==> config.mk <==
export PLATFORM = sky130hd
export DESIGN_NAME = fb_rect_writer_flat
export DESIGN_NICKNAME = d
export VERILOG_FILES = /design/src/rtl/fb_rect_writer_if.sv /design/src/rtl/fb_rect_writer.sv /design/src/flat_wrapper.sv
export SDC_FILE = /design/constraint.sdc
export NUM_CORES = 1
export LEC_CHECK = 0
export ABC_AREA = 1
export ABC_CLOCK_PERIOD_IN_PS = 4600
export BUFFER_PORTS_ARGS = -buffer_cell sky130_fd_sc_hd__buf_2
export CAP_MARGIN = 20
export CELL_PAD_IN_SITES_DETAIL_PLACEMENT = 0
export CELL_PAD_IN_SITES_GLOBAL_PLACEMENT = 1
export CORE_ASPECT_RATIO = 0.75
export CORE_UTILIZATION = 44
export DETAILED_ROUTE_END_ITERATION = 7
export GPL_ROUTABILITY_DRIVEN = 0
export MAX_ROUTING_LAYER = met4
export PLACE_DENSITY = 0.84
export SYNTH_ARGS = -nofsm -noshare
export SYNTH_HDL_FRONTEND = slang
export SYNTH_SLANG_ARGS = --single-unit
export TNS_END_PERCENT = 50
==> constraint.sdc <==
create_clock -name clock -period 4.6 [get_ports clock]
set_input_delay 0.23 -clock clock [delete_from_list [all_inputs] [get_ports clock]]
set_output_delay 0.23 -clock clock [all_outputs]
set_load 0.005 [all_outputs]
==> src/rtl/fb_rect_writer_if.sv <==
// Command and framebuffer-write bundle for fb_rect_writer.
// master = command source / pixel sink, slave = the draw engine.
interface fb_rect_writer_if #(
  parameter int ADDR_W = 19,
  parameter int DATA_W = 4
);
  logic              cmd_valid;
  logic              cmd_ready;
  logic [9:0]        cmd_x;
  logic [8:0]        cmd_y;
  logic [9:0]        cmd_w;
  logic [8:0]        cmd_h;
  logic [DATA_W-1:0] cmd_color;
  logic [ADDR_W-1:0] wr_addr;
  logic [DATA_W-1:0] wr_data;
  logic              wr_en;

  modport master (
    output cmd_valid, cmd_x, cmd_y, cmd_w, cmd_h, cmd_color,
    input  cmd_ready, wr_addr, wr_data, wr_en
  );

  modport slave (
    input  cmd_valid, cmd_x, cmd_y, cmd_w, cmd_h, cmd_color,
    output cmd_ready, wr_addr, wr_data, wr_en
  );
endinterface

==> src/rtl/fb_rect_writer.sv <==
// Rectangle-fill engine: queues (x,y,w,h,colour) commands, clips to screen, writes one pixel per clock.
// Optional FB_CLEAR_EN: a falling vsync edge schedules a full-screen BG_COLOR clear.
module fb_rect_writer #(
  parameter int H_RES      = 640,
  parameter int V_RES      = 480,
  parameter int ADDR_W     = 19,
  parameter int DATA_W     = 4,
  parameter int FIFO_DEPTH = 4,
  parameter int BG_COLOR   = 0
) (
  input  logic           clock,
  input  logic           reset,
  input  logic           vsync,
  fb_rect_writer_if.slave bus,
  output logic           busy,
  output logic           frame_done
);

  localparam int PTR_W = $clog2(FIFO_DEPTH);
  localparam int CNT_W = PTR_W + 1;

  typedef struct packed {
    logic [9:0]        x;
    logic [8:0]        y;
    logic [9:0]        w;
    logic [8:0]        h;
    logic [DATA_W-1:0] color;
  } cmd_t;

  typedef enum logic [1:0] {
    IDLE,
    LOAD,
    FILL
`ifdef FB_CLEAR_EN
    , CLEAR
`endif
  } state_t;

  state_t            state;
  cmd_t              mem [FIFO_DEPTH];
  cmd_t              cur;
  logic [PTR_W-1:0]  wr_ptr, rd_ptr;
  logic [CNT_W-1:0]  count, count_nxt;
  logic              push, pop;

  logic [10:0]       w_last, col;
  logic [9:0]        h_last, row;
  logic [ADDR_W-1:0] addr, row_base;

  logic              offscreen, zero_area;
  logic [10:0]       x_room, w_eff;
  logic [9:0]        y_room, h_eff;
  logic [ADDR_W-1:0] base;

`ifdef FB_CLEAR_EN
  localparam logic [ADDR_W-1:0] LAST_PIX = ADDR_W'(H_RES * V_RES - 1);
  logic vs_meta, vs_sync, vs_prev, vs_fall, clear_pend;
  assign vs_fall = vs_prev & ~vs_sync;
  assign pop     = (state == IDLE) && (count != '0) && !clear_pend;
`else
  logic [DATA_W-1:0] unused_cfg;
  assign unused_cfg = DATA_W'(BG_COLOR) ^ {DATA_W{vsync}};
  assign pop        = (state == IDLE) && (count != '0);
`endif

  assign bus.cmd_ready = (count != CNT_W'(FIFO_DEPTH));
  assign push          = bus.cmd_valid && bus.cmd_ready;

  always_comb begin
    count_nxt = count;
    if (push && !pop)
      count_nxt = count + CNT_W'(1);
    else if (pop && !push)
      count_nxt = count - CNT_W'(1);
  end

  always_ff @(posedge clock) begin
    if (push)
      mem[wr_ptr] <= '{x: bus.cmd_x, y: bus.cmd_y, w: bus.cmd_w, h: bus.cmd_h, color: bus.cmd_color};
  end

  always_ff @(posedge clock or posedge reset) begin
    if (reset) begin
      wr_ptr <= '0;
      rd_ptr <= '0;
      count  <= '0;
    end else begin
      if (push) wr_ptr <= wr_ptr + PTR_W'(1);
      if (pop)  rd_ptr <= rd_ptr + PTR_W'(1);
      count <= count_nxt;
    end
  end

  // y*H_RES as a sum of shifted copies of y, one per set bit of H_RES.
  function automatic logic [ADDR_W-1:0] row_offset(input logic [8:0] y);
    logic [ADDR_W-1:0] acc;
    acc = '0;
    for (int unsigned b = 0; b < 31; b++)
      if (H_RES[b]) acc = acc + (ADDR_W'(y) << b);
    return acc;
  endfunction

  // 11/10-bit clip arithmetic so the room-left and width never wrap.
  always_comb begin
    offscreen = ({1'b0, cur.x} >= 11'(H_RES)) || ({1'b0, cur.y} >= 10'(V_RES));
    x_room    = 11'(H_RES) - {1'b0, cur.x};
    y_room    = 10'(V_RES) - {1'b0, cur.y};
    w_eff     = ({1'b0, cur.w} < x_room) ? {1'b0, cur.w} : x_room;
    h_eff     = ({1'b0, cur.h} < y_room) ? {1'b0, cur.h} : y_room;
    zero_area = offscreen || (w_eff == '0) || (h_eff == '0);
    base      = row_offset(cur.y) + ADDR_W'(cur.x);
  end

  always_ff @(posedge clock or posedge reset) begin
    if (reset) begin
      state       <= IDLE;
      cur         <= '0;
      w_last      <= '0;
      h_last      <= '0;
      col         <= '0;
      row         <= '0;
      addr        <= '0;
      row_base    <= '0;
      bus.wr_en   <= 1'b0;
      bus.wr_addr <= '0;
      bus.wr_data <= '0;
      busy        <= 1'b0;
      frame_done  <= 1'b0;
`ifdef FB_CLEAR_EN
      vs_meta     <= 1'b1;
      vs_sync     <= 1'b1;
      vs_prev     <= 1'b1;
      clear_pend  <= 1'b0;
`endif
    end else begin
      bus.wr_en  <= 1'b0;
      frame_done <= 1'b0;
`ifdef FB_CLEAR_EN
      vs_meta <= vsync;
      vs_sync <= vs_meta;
      vs_prev <= vs_sync;
      if (vs_fall && state != CLEAR) clear_pend <= 1'b1;
`endif
      case (state)
        IDLE: begin
`ifdef FB_CLEAR_EN
          if (clear_pend) begin
            clear_pend  <= 1'b0;
            state       <= CLEAR;
            addr        <= '0;
            bus.wr_data <= DATA_W'(BG_COLOR);
            busy        <= 1'b1;
          end else
`endif
          if (count != '0) begin
            cur   <= mem[rd_ptr];
            state <= LOAD;
            busy  <= 1'b1;
          end else begin
            busy <= (count_nxt != '0);
          end
        end
        LOAD: begin
          if (zero_area) begin
            state      <= IDLE;
            busy       <= (count_nxt != '0);
            frame_done <= (count_nxt == '0);
          end else begin
            state       <= FILL;
            w_last      <= w_eff - 11'd1;
            h_last      <= h_eff - 10'd1;
            col         <= '0;
            row         <= '0;
            addr        <= base;
            row_base    <= base;
            bus.wr_data <= cur.color;
          end
        end
        FILL: begin
          bus.wr_en   <= 1'b1;
          bus.wr_addr <= addr;
          if (col == w_last) begin
            if (row == h_last) begin
              state      <= IDLE;
              busy       <= (count_nxt != '0);
              frame_done <= (count_nxt == '0);
            end else begin
              row      <= row + 10'd1;
              col      <= '0;
              addr     <= row_base + ADDR_W'(H_RES);
              row_base <= row_base + ADDR_W'(H_RES);
            end
          end else begin
            col  <= col + 11'd1;
            addr <= addr + ADDR_W'(1);
          end
        end
`ifdef FB_CLEAR_EN
        CLEAR: begin
          bus.wr_en   <= 1'b1;
          bus.wr_addr <= addr;
          if (addr == LAST_PIX) begin
            state <= IDLE;
            busy  <= (count_nxt != '0);
          end else begin
            addr <= addr + ADDR_W'(1);
          end
        end
`endif
        default: state <= IDLE;
      endcase
    end
  end

endmodule

==> src/flat_wrapper.sv <==
// flat-port wrapper written by rule: the top's interface ports become plain ports
module fb_rect_writer_flat 
#(
  parameter int H_RES      = 640,
  parameter int V_RES      = 480,
  parameter int ADDR_W     = 19,
  parameter int DATA_W     = 4,
  parameter int FIFO_DEPTH = 4,
  parameter int BG_COLOR   = 0
)
  (clock, reset, vsync, busy, frame_done, bus_cmd_valid, bus_cmd_x, bus_cmd_y, bus_cmd_w, bus_cmd_h, bus_cmd_color, bus_cmd_ready, bus_wr_addr, bus_wr_data, bus_wr_en);
  fb_rect_writer_if #(.ADDR_W(ADDR_W), .DATA_W(DATA_W)) bus_i ();
  input  logic clock;
  input  logic reset;
  input  logic vsync;
  output logic busy;
  output logic frame_done;
  input wire logic [$bits(bus_i.cmd_valid)-1:0] bus_cmd_valid;
  input wire logic [$bits(bus_i.cmd_x)-1:0] bus_cmd_x;
  input wire logic [$bits(bus_i.cmd_y)-1:0] bus_cmd_y;
  input wire logic [$bits(bus_i.cmd_w)-1:0] bus_cmd_w;
  input wire logic [$bits(bus_i.cmd_h)-1:0] bus_cmd_h;
  input wire logic [$bits(bus_i.cmd_color)-1:0] bus_cmd_color;
  output wire logic [$bits(bus_i.cmd_ready)-1:0] bus_cmd_ready;
  output wire logic [$bits(bus_i.wr_addr)-1:0] bus_wr_addr;
  output wire logic [$bits(bus_i.wr_data)-1:0] bus_wr_data;
  output wire logic [$bits(bus_i.wr_en)-1:0] bus_wr_en;
  assign bus_i.cmd_valid = bus_cmd_valid;
  assign bus_i.cmd_x = bus_cmd_x;
  assign bus_i.cmd_y = bus_cmd_y;
  assign bus_i.cmd_w = bus_cmd_w;
  assign bus_i.cmd_h = bus_cmd_h;
  assign bus_i.cmd_color = bus_cmd_color;
  assign bus_cmd_ready = bus_i.cmd_ready;
  assign bus_wr_addr = bus_i.wr_addr;
  assign bus_wr_data = bus_i.wr_data;
  assign bus_wr_en = bus_i.wr_en;
  fb_rect_writer #(.H_RES(H_RES), .V_RES(V_RES), .ADDR_W(ADDR_W), .DATA_W(DATA_W), .FIFO_DEPTH(FIFO_DEPTH), .BG_COLOR(BG_COLOR)) u_core (.clock(clock), .reset(reset), .vsync(vsync), .bus(bus_i), .busy(busy), .frame_done(frame_done));
endmodule
==> impl_metrics.csv, run 1 <==
group,metric,value,unit
placed_design,hpwlAfterDp,25.6,mm
critical_path,cp.arrival,4.54,ns
grt,grt_remaining_overflow,0,
sta,slew_violations,0,
detailed_routing,final_antenna_net_count,0,
pwr,comb_power_share,0.487,
logic_synthesis,syn_avg_cell_area,9.32,um^2
detailed_routing,avgViaCountPerCell,5.35,
die,core-area,35900,um^2
pwr,finalPower,14400,uW
critical_path,worst-path-buf-inv,3,
logic_synthesis,synthesis.nets,1824,
critical_path,r2r_start,"u_core.cur[23]",
detailed_routing,dr.pass1.iters,8,
clock_tree,cts_tree,"done",
grt,first_global_vias,12100,
die,fp-row-count,60,
clock_tree,numCtsBuffers,34,
logic_synthesis,synth_common_cells,"nand2_1 (419), nor2_1 (182), o21ai_0 (179)",
pwr,p_per_area,781,nW/um^2
logic_synthesis,yosysTopAreaCellShare,0.315,
die,fp.dieW,222,um
pwr,internal-power,7960,uW
clock_tree,h-tree-depth,2,
sta,final.period_utilization,0.897,
min_path,hold_path_class,"in -> reg",
placed_design,portBuffers,71,
sta,min_period,4.13,ns
run_status,status,"finished, violations left",
pwr,seqPwrFrac,0.320,
detailed_routing,wl,39.4,mm
cells_and_area,num_antenna_cells,0,
sta,fmax,242,MHz
grt,track_usage,0.220,
clock_tree,clock_sinks,325,
critical_path,worst-setup-path-type,"reg -> reg",
die,num_io_pins,73,
critical_path,cp-end-kind,"flip-flop",
min_path,hold_start,"bus_cmd_valid",
logic_synthesis,synth-edff-count,168,
logic_synthesis,synth_cell_types,46,
sta,clock_skew,0.0318,ns
die,dieArea,37200,um^2
pwr,power_leakage,0.00807,uW
sta,setup_tns,0,ns
min_path,whs_path_depth,3,
logic_synthesis,ys.warnings.count,0,
pwr,switching_share,0.447,
detailed_routing,routedLengthMet1,19.1,mm
pwr,irDropWorstVdd,0.000372,V
sta,tightest_slew,1.05,ns
clock_tree,clock_latency,0.54,ns
detailed_routing,maxUsedRoutingLayer,"met4",
critical_path,worstReg2RegEnd,"u_core.row[9]",
detailed_routing,wl_met3,1.88,mm
sta,setup_viol,0,
critical_path,cp.required,5.01,ns
sta,slew_headroom,0.300,
critical_path,r2r_setup_slack,0.47,ns
clock_tree,clockRootBuffer,"clkbuf_16",
logic_synthesis,synth_area,16000,um^2
cells_and_area,drive_gt1_frac,0.0950,
pwr,switchingPower,6440,uW
detailed_routing,drc_errors,1,
clock_tree,clkTransAtPathRegs,0.06,ns
logic_synthesis,synth_area_leaders,"edfxtp_1 (31%), dfrtp_1 (24%), nand2_1 (9.8%)",
min_path,hold_end,"u_core.wr_ptr[0]",
detailed_routing,post_drt_wl_per_cell,17.1,um
critical_path,critical_path.max_fanout,30,
logic_synthesis,ys_seq_area_frac,0.559,
pwr,clockPowerShare,0.193,
critical_path,ff2ff_path_depth,26,
grt,antenna_found_initial,0,
critical_path,path_common_cell,"nand2_1",
clock_tree,clockBufferDepth,3,
sta,rsz0062_at_grt,"no",
grt,grt_max_degree,90,
logic_synthesis,synth_flop_cell,"edfxtp_1",
detailed_routing,route.met2.wl,17.8,mm
run_status,violations,"design-rule violations",
logic_synthesis,synth_top_area_cell,"edfxtp_1",
critical_path,cpPeakStageDelay,0.43,ns
logic_synthesis,synthArstFlopShare,0.483,
detailed_routing,drt_iter0_markers,1105,
sta,finalHoldViolCount,0,
logic_synthesis,syn_inst,1721,
logic_synthesis,yosysMostFrequentCell,"nand2_1",
die,die_h,167,um
logic_synthesis,synth.ff_latch_count,325,
die,start_util,0.447,
detailed_routing,via_count,12300,
critical_path,crit_path_start_kind,"flip-flop",
cells_and_area,area_delta_synth_final,14.9,%
cells_and_area,utilization,0.514,
critical_path,critPathSlowestCell,"dfrtp_1",
grt,grt_pass1_wl,63.7,mm
critical_path,critical_path.top_delay_family,"simple AND/OR/NAND/NOR gates",
cells_and_area,nets,1921,
run,maxCapViolations,0,
flip-flops by register name, summed over array words and instances (netlist names):
signal,count
u_core.mem,168
u_core.cur,42
u_core.addr,19
u_core.bus.wr_addr,19
u_core.row_base,19
u_core.col,11
u_core.w_last,11
u_core.h_last,10
u_core.row,10
u_core.bus.wr_data,4
u_core.count,3
u_core.rd_ptr,2
u_core.state,2
u_core.wr_ptr,2
u_core.bus.wr_en,1
u_core.busy,1
u_core.frame_done,1
cell type report:
type | count | area (um^2)
fillers | 3208 | 17400
flip-flops and latches | 325 | 8970
multi-input cells | 1192 | 6280
repair buffers | 139 | 1010
clock buffers | 51 | 955
well taps | 465 | 582
inverters | 126 | 478
clock inverters | 9 | 164
cells in the final DEF, fill, tap and decap left out, drive strengths merged, types with 3 or more instances in the layout:
master / count
nand2: 425
o21ai: 194
nor2: 185
edfxtp: 168
dfrtp: 157
inv: 123
buf: 96
nand4: 69
nand3: 59
ha: 55
xor2: 51
clkbuf: 51
dlygate4sd3: 43
a21oi: 39
o22ai: 37
nor3: 20
xnor2: 19
a31oi: 8
clkinv: 8
and3: 5
o21a: 4
or2: 3
nand3b: 3
o221ai: 3
bufinv: 3
worst register-to-register path: stages (launching register included):
cell and delay (ns):
dfrtp_1 0.43, inv_1 0.23, ha_1 0.23, nand2_1 0.07, nor2_1 0.08, nand2_1 0.07, nand2_1 0.11, xor2_1 0.29
ha_1 0.29, nand2_1 0.06, inv_1 0.04, nand3_2 0.08, nor2_2 0.05, nor2_4 0.18, nand2_2 0.18, nand2_1 0.10
o21a_1 0.18, inv_1 0.08, ha_1 0.18, nand3_1 0.07, nor2_1 0.05, nand2_2 0.09, nand3_2 0.12, nand2_8 0.24
nand3_4 0.29, nand2_1 0.15, nand2_1 0.06
cells by family (layout without fill, tap and decap cells):
family / count (synthesis) / in the layout / synth area share
adder cells (fa/ha/maj): 57 / 57 / 0.0454
AO/OA/AOI/OAI: 292 / 292 / 0.0976
buffers and inverters: 205 / 325 / 0.0531
XOR/XNOR: 70 / 70 / 0.0382
AND/OR/NAND/NOR: 772 / 773 / 0.206
flip-flops: 325 / 325 / 0.559
per-stage QoR:
step | hold WS, ns | cells | setup WS (ns) | cell area (um^2)
final | 0.297 | 2307 | 0.473 | 18400
after global placement | 0.442 | 2199 | 0.394 | 16800
after floorplan | 0.329 | 1721 | 0.135 | 16000
after detailed placement | 0.447 | 2200 | 0.327 | 16800
after global routing | 0.352 | 2307 | 0.0614 | 18400
after CTS | 0.281 | 2303 | 0.278 | 18400
power groups by stage:
| stage | logic [uW] | registers [uW] | clock network, uW |
|---|---|---|---|
| 2_1_floorplan | 5170 | 4500 | 0 |
| 3_3_place_gp | 6690 | 4630 | 0 |
| 3_5_place_dp | 6840 | 4650 | 0 |
| 4_1_cts | 6950 | 4600 | 2830 |
| 5_1_grt | 7930 | 4710 | 2970 |
| 6_report | 7010 | 4600 | 2780 |
worst max path at each step:
stage                     cells after the start  slack (ns)            from        endpoint
after CTS                                    26        0.28  u_core.cur[23]   u_core.col[8]
final                                        26        0.47  u_core.cur[23]   u_core.row[9]
after floorplan                               1        0.14           reset  u_core.addr[0]
after detailed placement                     26        0.33  u_core.cur[23]   u_core.col[8]
after global placement                       24        0.39  u_core.cur[32]   u_core.col[9]
after global routing                         24        0.06  u_core.cur[32]   u_core.row[9]
per-layer routing:
metal  global-route usage  vias to the layer above
met1                0.306                     6010
met2                0.342                      246
met5                    -                        -
met4               0.0474                        0
met3               0.0353                       50
li1                     -                     6027
what timing repair did:
item | 4_1_cts | 5_1_grt
hold buffers | 43 | 0
resized for setup | 0 | 3
endpoints found under the hold margin | 255 | 0
setup endpoints to repair | 0 | 33
buffers inserted | 0 | 2
Power figures use the tool's default switching activity.
==> run 2: changes to the inputs <==
--- a/config.mk
+++ b/config.mk
@@ -13,10 +13,12 @@
 export CELL_PAD_IN_SITES_GLOBAL_PLACEMENT = 1
 export CORE_ASPECT_RATIO = 0.75
 export CORE_UTILIZATION = 44
+export CTS_BUF_LIST = sky130_fd_sc_hd__clkbuf_4 sky130_fd_sc_hd__clkbuf_8 sky130_fd_sc_hd__clkbuf_16
+export CTS_CLUSTER_SIZE = 40
 export DETAILED_ROUTE_END_ITERATION = 7
 export GPL_ROUTABILITY_DRIVEN = 0
 export MAX_ROUTING_LAYER = met4
-export PLACE_DENSITY = 0.84
+export PLACE_DENSITY = 0.79
 export SYNTH_ARGS = -nofsm -noshare
 export SYNTH_HDL_FRONTEND = slang
 export SYNTH_SLANG_ARGS = --single-unit
==> impl_metrics.csv, run 2 (synthesized netlist as in run 1, its figures left out) <==
group,metric,value,unit
pwr,internal-power,7980,uW
critical_path,worst-setup-path-type,"reg -> reg",
grt,track_usage,0.221,
cells_and_area,drive_gt1_frac,0.101,
grt,first_global_vias,11900,
sta,slew_headroom,0.309,
die,die_h,167,um
clock_tree,h-tree-depth,2,
pwr,clockPowerShare,0.199,
cells_and_area,stdcell_count,2309,
critical_path,cp_num_cells,24,
detailed_routing,drc_errors,0,
detailed_routing,post_drt_wl_per_cell,16.9,um
sta,fmax,239,MHz
cells_and_area,largest_registers,"u_core.mem (168), u_core.cur (42)",
sta,min_period,4.18,ns
clock_tree,clockRootBuffer,"clkbuf_16",
placed_design,hpwlAfterDp,25.3,mm
clock_tree,clockBufferDepth,3,
placed_design,dp.cells,2202,
grt,grt_remaining_overflow,0,
critical_path,cp-end-kind,"flip-flop",
clock_tree,numCtsBuffers,35,
placed_design,portBuffers,71,
sta,final.period_utilization,0.908,
sta,tightest_slew,1.03,ns
detailed_routing,wl_met3,1.63,mm
min_path,hold_path_class,"in -> reg",
critical_path,r2r_start,"u_core.cur[33]",
clock_tree,clock_sinks,325,
die,start_util,0.447,
critical_path,worst-path-buf-inv,2,
die,fp-row-count,60,
sta,setup_viol,0,
sta,hold_ws,0.319,ns
pwr,seqPwrFrac,0.322,
detailed_routing,route.met2.wl,17.1,mm
cells_and_area,final_common_cell,"nand2_1",
pwr,switching_share,0.443,
grt,grt_max_degree,87,
detailed_routing,routedLengthMet1,19.3,mm
detailed_routing,dr.pass1.iters,5,
detailed_routing,drt_iter0_markers,1114,
critical_path,critical_path.top_delay_family,"simple AND/OR/NAND/NOR gates",
sta,clock_skew,0.0175,ns
sta,setup_tns,0,ns
sta,slew_violations,0,
die,dieArea,37200,um^2
critical_path,cp.arrival,4.59,ns
critical_path,critical_path.max_fanout,22,
sta,finalHoldViolCount,0,
die,fp.dieW,222,um
detailed_routing,final_antenna_net_count,0,
critical_path,crit_path_start_kind,"flip-flop",
placed_design,place_area,16800,um^2
die,num_io_pins,73,
clock_tree,clkTransAtPathRegs,0.06,ns
placed_design,dp_slack,0.473,ns
sta,rsz0062_at_grt,"no",
critical_path,cp.required,5.01,ns
pwr,comb_power_share,0.479,
detailed_routing,avgViaCountPerCell,5.30,
critical_path,ff2ff_path_depth,24,
sta,fin_ws,0.422,ns
cells_and_area,fin_area,18400,um^2
detailed_routing,maxUsedRoutingLayer,"met4",
min_path,whs_path_depth,3,
die,core-area,35900,um^2
detailed_routing,wl,39.0,mm
pwr,irDropWorstVdd,0.000353,V
run_status,status,"finished, final reports clean",
pwr,power_leakage,0.00810,uW
detailed_routing,via_count,12200,
critical_path,worstReg2RegEnd,"u_core.row[0]",
cells_and_area,top_register,"u_core.mem",
cells_and_area,final_cell_mix,"nand2_1 (419), o21ai_0 (179), nor2_1 (177), edfxtp_1 (168), dfrtp_1 (156)",
critical_path,path_cells,"inv_1 > ha_1 > nand3_2 > nor2_1 > nand2_1 > nand2_1 > nand2_1 > nand2_1 > inv_1 > ha_1 > a21o_1 > a21oi_1 > nand2_1 > nand2_2 > o21ai_0 > ha_1 > nand3_1 > nor2_1 > nand3_1 > nand3_2 > nand2_4 > nand3_4 > nand2_1 > nand2_1",
grt,grt_pass1_wl,63.9,mm
min_path,hold_end,"u_core.wr_ptr[0]",
critical_path,path_common_cell,"nand2_1",
min_path,hold_start,"bus_cmd_valid",
run,maxCapViolations,0,
clock_tree,clock_latency,0.53,ns
clock_tree,cts_tree,"done",
critical_path,critPathSlowestCell,"dfrtp_1",
cells_and_area,nets,1920,
critical_path,r2r_setup_slack,0.42,ns
grt,antenna_found_initial,1,
pwr,p_per_area,778,nW/um^2
critical_path,cpPeakStageDelay,0.38,ns
cells_and_area,area_delta_synth_final,14.8,%
cells_and_area,largest_register_ffs,168,
pwr,switchingPower,6340,uW
run 2: cell count changes in the layout (fill, tap and decap cells not counted), sizes merged:
cell | previous run | this run
diode | 0 | 1
clkinv | 8 | 13
inv | 123 | 124
buf | 96 | 94
clkbuf | 51 | 48
run 2: what timing repair did:
item	CTS	global route
setup buffers	0	0
endpoints found under the hold margin	245	0
setup endpoints to repair	0	24
gates resized for setup	0	1
hold buffers	43	0
run 2: cell type report:
| class | instances | area [um^2] |
|---|---|---|
| diodes | 1 | 2.50 |
| clock buffers | 48 | 998 |
| clock inverters | 15 | 158 |
| fillers | 3333 | 17500 |
| inverters | 126 | 478 |
| multi-input cells | 1192 | 6270 |
| flip-flops and latches | 325 | 8970 |
| well taps | 465 | 582 |
| repair buffers | 137 | 958 |
run 2: tightest hold or removal path: stages:
cell	delay (ns)
buf_2	0.09
nand2_1	0.34
xor2_1	0.12
run 2: routing by layer:
layer / track usage / vias up
met1: 0.318 / 5914
met3: 0.0284 / 61
met2: 0.328 / 244
met5: - / -
met4: 0.0615 / 0
li1: - / 6030
run 2: how the worst max path moves through the flow:
stage,from,slack [ns],endpoint
floorplan,reset,0.14,u_core.addr[0]
global placement,u_core.cur[23],0.55,u_core.col[8]
detailed placement,u_core.cur[23],0.47,u_core.addr[15]
CTS,u_core.cur[23],0.44,u_core.addr[15]
global route,u_core.cur[32],0.02,u_core.row[7]
finish,u_core.cur[33],0.42,u_core.row[0]
run 2: power by group through the flow:
stage	Sequential, uW	Clock [uW]	Combinational [uW]
5_1_grt	4720	3010	7870
2_1_floorplan	4500	0	5170
3_3_place_gp	4650	0	6670
6_report	4620	2850	6850
4_1_cts	4610	2910	6890
3_5_place_dp	4660	0	6810
run 2: stage by stage:
step           utilization  total power, uW
6_report             0.513            14300
5_1_grt              0.513            15600
4_1_cts              0.513            14400
3_5_place_dp         0.469            11500
3_3_place_gp         0.469            11300
2_1_floorplan            -             9670
==> run 3: changes to the inputs <==
--- a/config.mk
+++ b/config.mk
@@ -17,7 +17,6 @@
 export CTS_CLUSTER_SIZE = 40
 export DETAILED_ROUTE_END_ITERATION = 7
 export GPL_ROUTABILITY_DRIVEN = 0
-export MAX_ROUTING_LAYER = met4
 export PLACE_DENSITY = 0.79
 export SYNTH_ARGS = -nofsm -noshare
 export SYNTH_HDL_FRONTEND = slang
==> impl_metrics.csv, run 3 (synthesized netlist as in run 1, its figures left out) <==
group,metric,value,unit
cells_and_area,largest_registers,"u_core.mem (168), u_core.cur (42)",
die,num_io_pins,73,
cells_and_area,top_register,"u_core.mem",
pwr,p_per_area,778,nW/um^2
clock_tree,clock_sinks,325,
critical_path,cp.required,5.01,ns
run_status,status,"finished, final reports clean",
min_path,whs_path_depth,3,
clock_tree,cts_setup_buffers,0,
die,die_h,167,um
pwr,power_leakage,0.00810,uW
detailed_routing,final_antenna_net_count,0,
sta,min_period,4.19,ns
grt,track_usage,0.214,
grt,first_global_vias,11800,
die,fp.dieW,222,um
critical_path,r2r_start,"u_core.cur[33]",
sta,setup_viol,0,
sta,hold_ws,0.318,ns
sta,setup_tns,0,ns
die,dieArea,37200,um^2
clock_tree,clkTransAtPathRegs,0.06,ns
clock_tree,cts_tree,"done",
sta,clock_skew,0.0162,ns
clock_tree,clock_latency,0.53,ns
min_path,hold_path_class,"in -> reg",
grt,grt_max_degree,87,
sta,final.period_utilization,0.910,
critical_path,worst-setup-path-type,"reg -> reg",
min_path,hold_start,"bus_cmd_valid",
critical_path,ff2ff_path_depth,24,
sta,slew_headroom,0.310,
critical_path,cp-end-kind,"flip-flop",
detailed_routing,avgViaCountPerCell,5.34,
cells_and_area,final_cell_mix,"nand2_1 (419), o21ai_0 (179), nor2_1 (177), edfxtp_1 (168), dfrtp_1 (156)",
sta,fmax,239,MHz
critical_path,critical_path.max_fanout,22,
detailed_routing,drt_iter0_markers,1183,
clock_tree,numCtsBuffers,35,
grt,grt_remaining_overflow,0,
placed_design,place_area,16800,um^2
sta,rsz0062_at_grt,"no",
placed_design,portBuffers,71,
die,start_util,0.447,
clock_tree,clockBufferDepth,3,
clock_tree,h-tree-depth,2,
cells_and_area,final_common_cell,"nand2_1",
critical_path,cp.arrival,4.60,ns
placed_design,hpwlAfterDp,25.3,mm
cells_and_area,fin_area,18400,um^2
run,maxCapViolations,0,
detailed_routing,post_drt_wl_per_cell,16.9,um
grt,grt_pass1_wl,63.8,mm
die,core-area,35900,um^2
min_path,hold_end,"u_core.wr_ptr[0]",
grt,antenna_found_initial,1,
die,fp-row-count,60,
detailed_routing,drc_errors,0,
pwr,irDropWorstVdd,0.000359,V
detailed_routing,wl,39.0,mm
sta,tightest_slew,1.03,ns
detailed_routing,via_count,12300,
cells_and_area,drive_gt1_frac,0.101,
cells_and_area,area_delta_synth_final,14.8,%
sta,finalHoldViolCount,0,
critical_path,r2r_setup_slack,0.41,ns
clock_tree,clockRootBuffer,"clkbuf_16",
cells_and_area,nets,1920,
cells_and_area,largest_register_ffs,168,
critical_path,crit_path_start_kind,"flip-flop",
critical_path,worstReg2RegEnd,"u_core.row[0]",
detailed_routing,dr.pass1.iters,7,
sta,slew_violations,0,
## run 3: how the worst max path moves through the flow
stage,cells past startpoint,slack (ns),from,end
6_report,24,0.41,u_core.cur[33],u_core.row[0]
5_1_grt,24,0.007,u_core.cur[32],u_core.row[7]
4_1_cts,25,0.44,u_core.cur[23],u_core.addr[15]
3_5_place_dp,25,0.47,u_core.cur[23],u_core.addr[15]
3_3_place_gp,25,0.55,u_core.cur[23],u_core.col[8]
2_1_floorplan,1,0.14,reset,u_core.addr[0]
## run 3: cell type report
cell class	instances	area (um^2)
fillers	3331	17500
flip-flops and latches	325	8970
multi-input cells	1192	6270
clock buffers	48	998
repair buffers	137	958
well taps	465	582
inverters	126	478
clock inverters	15	158
diodes	1	2.50
## run 3: where the power goes
group	switching (uW)	total [uW]	internal (uW)
Sequential	605	4620	4010
Combinational	4580	6860	2270
Clock	1160	2850	1700
Total	6340	14300	7980
## run 3: timing repair
action	in CTS	in global routing
hold buffers	43	0
gates resized for setup	0	1
endpoints found under the hold margin	245	0
endpoints found under the setup margin	0	23
## run 3: metal layers
layer  wire length [um]  part of all wire  GRT usage
met3               1620             0.041     0.0286
met4                919             0.024     0.0621
met5                  0                 0          0
met1              19300              0.49      0.317
met2              17100              0.44      0.329
## run 3: stage by stage
stage / std cells / power, uW / utilization / setup slack, ns
finish: 2309 / 14300 / 0.513 / 0.413
CTS: 2308 / 14400 / 0.513 / 0.440
detailed placement: 2202 / 11500 / 0.469 / 0.473
global placement: 2202 / 11300 / 0.469 / 0.546
global route: 2309 / 15600 / 0.513 / 0.00665
floorplan: 1721 / 9670 / - / 0.135
## run 3: worst max-delay path: stages, from the launching register on
cell,delay [ns]
dfrtp_1,0.38
inv_1,0.12
ha_1,0.21
nand3_2,0.11
nor2_1,0.13
nand2_1,0.10
nand2_1,0.07
nand2_1,0.05
nand2_1,0.12
inv_1,0.06
ha_1,0.28
a21o_1,0.18
a21oi_1,0.12
nand2_1,0.16
nand2_2,0.26
o21ai_0,0.20
ha_1,0.25
nand3_1,0.08
nor2_1,0.04
nand3_1,0.20
nand3_2,0.14
nand2_4,0.23
nand3_4,0.31
nand2_1,0.16
nand2_1,0.07
